## src/rtl/http_server_listen_ctrl.sv

```systemverilog
// Listen-port sequencer for the HTTP server kernel. It turns the start level into a one-shot
// TCP listen request with bounded retry and timeout, and freezes the configuration snapshot.
module http_server_listen_ctrl #(
  parameter int MAX_RETRY      = 3,
  parameter int TIMEOUT_CYCLES = 1024
) (
  input  logic        ACLK,
  input  logic        ARESET,
  input  logic        startServer,
  input  logic [15:0] serverPort,
  input  logic [63:0] fileList,
  input  logic [63:0] fileData,
  input  logic [31:0] fileNum,
  output logic        m_axis_listen_port_tvalid,
  input  logic        m_axis_listen_port_tready,
  output logic [15:0] m_axis_listen_port_tdata,
  input  logic        s_axis_listen_status_tvalid,
  output logic        s_axis_listen_status_tready,
  input  logic [7:0]  s_axis_listen_status_tdata,
  output logic        server_active,
  output logic        listen_fail,
  output logic [63:0] fileList_q,
  output logic [63:0] fileData_q,
  output logic [31:0] fileNum_q,
  output logic [3:0]  attempts
);
  // state    | meaning
  // IDLE     | waiting for a start rise
  // REQ      | listen request presented, waiting for tready
  // WAIT_STS | request accepted, waiting for a status beat or timeout
  // ACTIVE   | port open, snapshot valid
  // FAIL     | attempts exhausted or no files configured
  localparam logic [2:0] ST_IDLE   = 3'd0;
  localparam logic [2:0] ST_REQ    = 3'd1;
  localparam logic [2:0] ST_WAIT   = 3'd2;
  localparam logic [2:0] ST_ACTIVE = 3'd3;
  localparam logic [2:0] ST_FAIL   = 3'd4;

  localparam int             TW       = (TIMEOUT_CYCLES > 1) ? $clog2(TIMEOUT_CYCLES) : 1;
  localparam logic [TW-1:0]  TMR_LOAD = TW'(TIMEOUT_CYCLES - 1);
  localparam logic [3:0]     MAX_ATT  = 4'(MAX_RETRY);

  logic [2:0]    state;
  logic          start_d;
  logic          start_rise;
  logic [15:0]   port_q;
  logic [TW-1:0] timer;
  logic [3:0]    attempts_q;
  logic          sts_beat;
  logic          unused_sts_bits;

  assign start_rise      = startServer & ~start_d;
  assign sts_beat        = s_axis_listen_status_tvalid;
  assign unused_sts_bits = ^s_axis_listen_status_tdata[7:1];

  // Timer is a down-counter loaded at the handshake; terminal count zero marks the timeout.
  always_ff @(posedge ACLK) begin
    if (ARESET) begin
      state      <= ST_IDLE;
      start_d    <= 1'b0;
      port_q     <= '0;
      timer      <= '0;
      attempts_q <= '0;
      fileList_q <= '0;
      fileData_q <= '0;
      fileNum_q  <= '0;
    end else begin
      start_d <= startServer;
      case (state)
        ST_IDLE: begin
          if (start_rise) begin
            port_q     <= serverPort;
            fileList_q <= fileList;
            fileData_q <= fileData;
            fileNum_q  <= fileNum;
            attempts_q <= '0;
            state      <= (fileNum == '0) ? ST_FAIL : ST_REQ;
          end
        end
        ST_REQ: begin
          if (m_axis_listen_port_tready) begin
            attempts_q <= (attempts_q >= MAX_ATT) ? MAX_ATT : attempts_q + 4'd1;
            timer      <= TMR_LOAD;
            state      <= ST_WAIT;
          end
        end
        ST_WAIT: begin
          if (timer != '0) timer <= timer - TW'(1);
          if (!startServer) begin
            state <= ST_IDLE;
          end else if (sts_beat && s_axis_listen_status_tdata[0]) begin
            state <= ST_ACTIVE;
          end else if (sts_beat || timer == '0) begin
            state <= (attempts_q >= MAX_ATT) ? ST_FAIL : ST_REQ;
          end
        end
        ST_ACTIVE, ST_FAIL: begin
          if (!startServer) state <= ST_IDLE;
        end
        default: state <= ST_IDLE;
      endcase
    end
  end

  assign m_axis_listen_port_tvalid   = (state == ST_REQ);
  assign m_axis_listen_port_tdata    = port_q;
  assign s_axis_listen_status_tready = 1'b1;
  assign server_active               = (state == ST_ACTIVE);
  assign listen_fail                 = (state == ST_FAIL);
  assign attempts                    = attempts_q;

endmodule

```

## config.mk

```make
export PLATFORM = sky130hd
export DESIGN_NAME = http_server_listen_ctrl
export DESIGN_NICKNAME = d
export VERILOG_FILES = /design/src/rtl/http_server_listen_ctrl.sv
export SDC_FILE = /design/constraint.sdc
export NUM_CORES = 1
export LEC_CHECK = 0
export ABC_AREA = 1
export CAP_MARGIN = 20
export CELL_PAD_IN_SITES_DETAIL_PLACEMENT = 2
export CELL_PAD_IN_SITES_GLOBAL_PLACEMENT = 2
export CORE_ASPECT_RATIO = 1.1
export CORE_MARGIN = 5
export CORE_UTILIZATION = 21
export DETAILED_ROUTE_END_ITERATION = 8
export PLACE_DENSITY = 0.83
export SLEW_MARGIN = 20
export SYNTH_ARGS = -nofsm -noshare
export SYNTH_HDL_FRONTEND = slang
export SYNTH_SLANG_ARGS = --single-unit
export TNS_END_PERCENT = 100
```

## constraint.sdc

```tcl
create_clock -name ACLK -period 1.59 [get_ports ACLK]
set_input_delay 0.318 -clock ACLK [delete_from_list [all_inputs] [get_ports ACLK]]
set_output_delay 0.318 -clock ACLK [all_outputs]
set_load 0.005 [all_outputs]
```

==> qor.yml <==
status:
  outcome: "complete, no violations"
clocking:
  htreeDepth: 4
  cts.clk_slew.worst_paths_ps: 80
  clock_sinks: 194
  cts_tree: "built"
  cts_buffer_depth: 2
  cts_root_buffer: "clkbuf_16"
  numCtsBuffers: 17
  insertion_delay_ps: 460
timing:
  setup_viol: 0
  hold-worst-slack_ps: 471
  hold_violations: 0
  post-route-period-util_pct: 97.8
  fin_ws_ps: 34.3
  maxSlewViolCount: 0
  grt_setup_unrepaired: "yes"
  fin_worst_skew_ps: 13.3
  fin_crit_ps: 1560
  max_freq_mhz: 643
floorplanning:
  die_h_um: 205
  rows: 71
  initial_utilization_pct: 21.3
  ios: 373
  die_area_mm2: 0.0385
  core-area_mm2: 0.0342
  die_width_um: 188
final_layout:
  nets: 1529
  fillers: 3928
  multi_input_area_mm2: 0.00300
  synthToLayoutAreaGrowth_pct: 67.2
  final_common_cell: "nor2_1"
  fin_cells: 1791
  mostFrequentLayoutCells: "nor2_1 (392), clkdlybuf4s50_1 (181), dlygate4sd2_1 (178)"
  area.sequential_mm2: 0.00391
  final_area_mm2: 0.0122
  drive_gt1_share_pct: 10.7
grt:
  overflow: 0
  grt_usage_pct: 16.3
  grt_first_pass_wirelength_um: 49600
  antenna_found_initial: 2
  grt_pass1_vias: 8842
  grt_max_degree: 77
placed_design:
  place_inst: 1755
  gp_congestion: 0.752
  dp_slack_ps: -397
  dp_hpwl_um: 24700
  port_buffers: 364
  dpl_cell_area_mm2: 0.0117
critical_path:
  startpoint_type: "flip-flop"
  cp.arrival_ps: 1240
  cp-end-kind: "output port"
  path_class: "reg2out"
  worstPathRequired_ps: 1270
  slowest_stage: "dfxtp_2"
  path_max_fanout: 3
  critPathMaxStageDelay_ps: 340
  crit_chain: "inv_2 -> nor3_1 -> buf_2"
power:
  p_leak_nw: 5.47
  ir_drop_v: 0.000727
  power_density_mw_per_mm2: 1510
synth:
  ys_ff_latch: 194
  netlist.area_leader.share_pct: 53.3
  yosysWarnings: 0
  synth_nets: 1146
  syn_inst: 955
  netlist_area_mm2: 0.00728
  postSynthAreaPerCell_um2: 7.63
  yosys-top-cells-area: "dfxtp_1 (53%), nor2_1 (21%), o21ai_0 (12%), buf_6 (2.8%), nand2_1 (2.6%)"
  ys_types: 31
  yosys.area.top_type: "dfxtp_1"
  ys_seq_area_share_pct: 53.3
min_path:
  min_path_type: "in2reg"
routing:
  routed_wl_um: 32100
  drt.antenna.violating_nets: 0
  post_drt_via_cell_ratio: 4.38
  wl_per_cell_um: 17.9
  via_count: 7851
  first_pass_iters: 4
  drt_iter0_markers: 232
  drc_errors: 0
run:
  maxCapViolCount: 0
-- logic make-up (layout without fill, tap and decap cells) --
| kind of cell | count (synthesis) | in the layout | share of synthesized area, % |
|---|---|---|---|
| flip-flops | 194 | 194 | 53.3 |
| other | 1 | 3 | 0.0515 |
| buffers and inverters | 80 | 476 | 6.39 |
| AND/OR/NAND/NOR | 470 | 470 | 25.2 |
| XOR/XNOR | 6 | 6 | 0.722 |
| AO/OA/AOI/OAI | 202 | 202 | 14.0 |
| adder cells (fa/ha/maj) | 2 | 2 | 0.344 |
-- power breakdown --
group / switching (mW) / internal (mW) / total (mW)
sequential: 0.617 / 6.08 / 6.70
clock: 2.16 / 2.09 / 4.25
combinational: 4.01 / 3.40 / 7.42
-- state kept, by name, summed over array words and instances, names as in the netlist --
name,cells
state,3
timer,10
fileData_q,64
m_axis_listen_port_tdata,16
fileList_q,64
fileNum_q,32
attempts,4
start_d,1
-- metrics by stage --
| step | util, % | power (mW) | setup TNS (ps) |
|---|---|---|---|
| after floorplan | - | 10.5 | 0 |
| after global placement | 34.3 | 14.3 | -47840 |
| after detailed placement | 34.3 | 14.8 | -61810 |
| after CTS | 35.3 | 18.5 | -39.0 |
| after global routing | 35.6 | 19.8 | -33.1 |
| final | 35.6 | 18.4 | 0 |
-- layout make-up --
class | instances | area share (%)
repair buffers | 424 | 33.4
flip-flops and latches | 194 | 32.1
multi-input cells | 681 | 24.6
well taps | 438 | 4.50
clock buffers | 18 | 3.61
clock inverters | 14 | 0.986
inverters | 20 | 0.781
diodes | 2 | 0.0411
-- critical path, delay by kind of cell (launching register included) --
kind	cells	cell delay [ps]
AND/OR/NAND/NOR	1	200
buffers and inverters	2	250
flip-flops	1	340
-- routing by layer --
layer | vias up | routed length [um] | track usage, %
met5 | - | 0 | 0
met4 | 0 | 744 | 5.56
met3 | 36 | 1560 | 4.53
met2 | 207 | 17200 | 30.6
met1 | 3804 | 12600 | 17.6
li1 | 3804 | - | -
-- cells in the mapped netlist --
library cell,instances
nor2_1,398
dfxtp_1,194
o21ai_0,177
nand2_1,51
clkbuf_1,22
buf_6,18
inv_1,13
a21oi_1,12
clkbuf_2,12
o21ai_1,11
buf_2,7
nand3_1,7
inv_2,5
xnor2_1,4
nand2_2,3
ha_1,2
nor2_2,2
nor3_1,2
or2_2,2
xor2_1,2
a211oi_2,1
buf_4,1
clkinv_1,1
conb_1,1
inv_4,1
nand2_4,1
nand3_2,1
nand3_4,1
nand3b_1,1
nor2_4,1
o31ai_1,1
-- final timing paths --
check	endpoint	cells after the start	start	slack, ps
setup / recovery	server_active	3	state[0]	30
hold / removal	fileList_q[27]	3	fileList[27]	470
setup reg to reg	fileList_q[3]	7	state[1]	50
hold reg to reg	attempts[3]	2	attempts[3]	470
-- repair_timing --
| item | CTS | global route |
|---|---|---|
| endpoints found under the setup margin | 188 | 118 |
| buffers inserted | 0 | 2 |
| hold buffers | 0 | 0 |
| pin swaps | 0 | 2 |
| gates resized for setup | 217 | 40 |
Power figures use the tool's default switching activity.
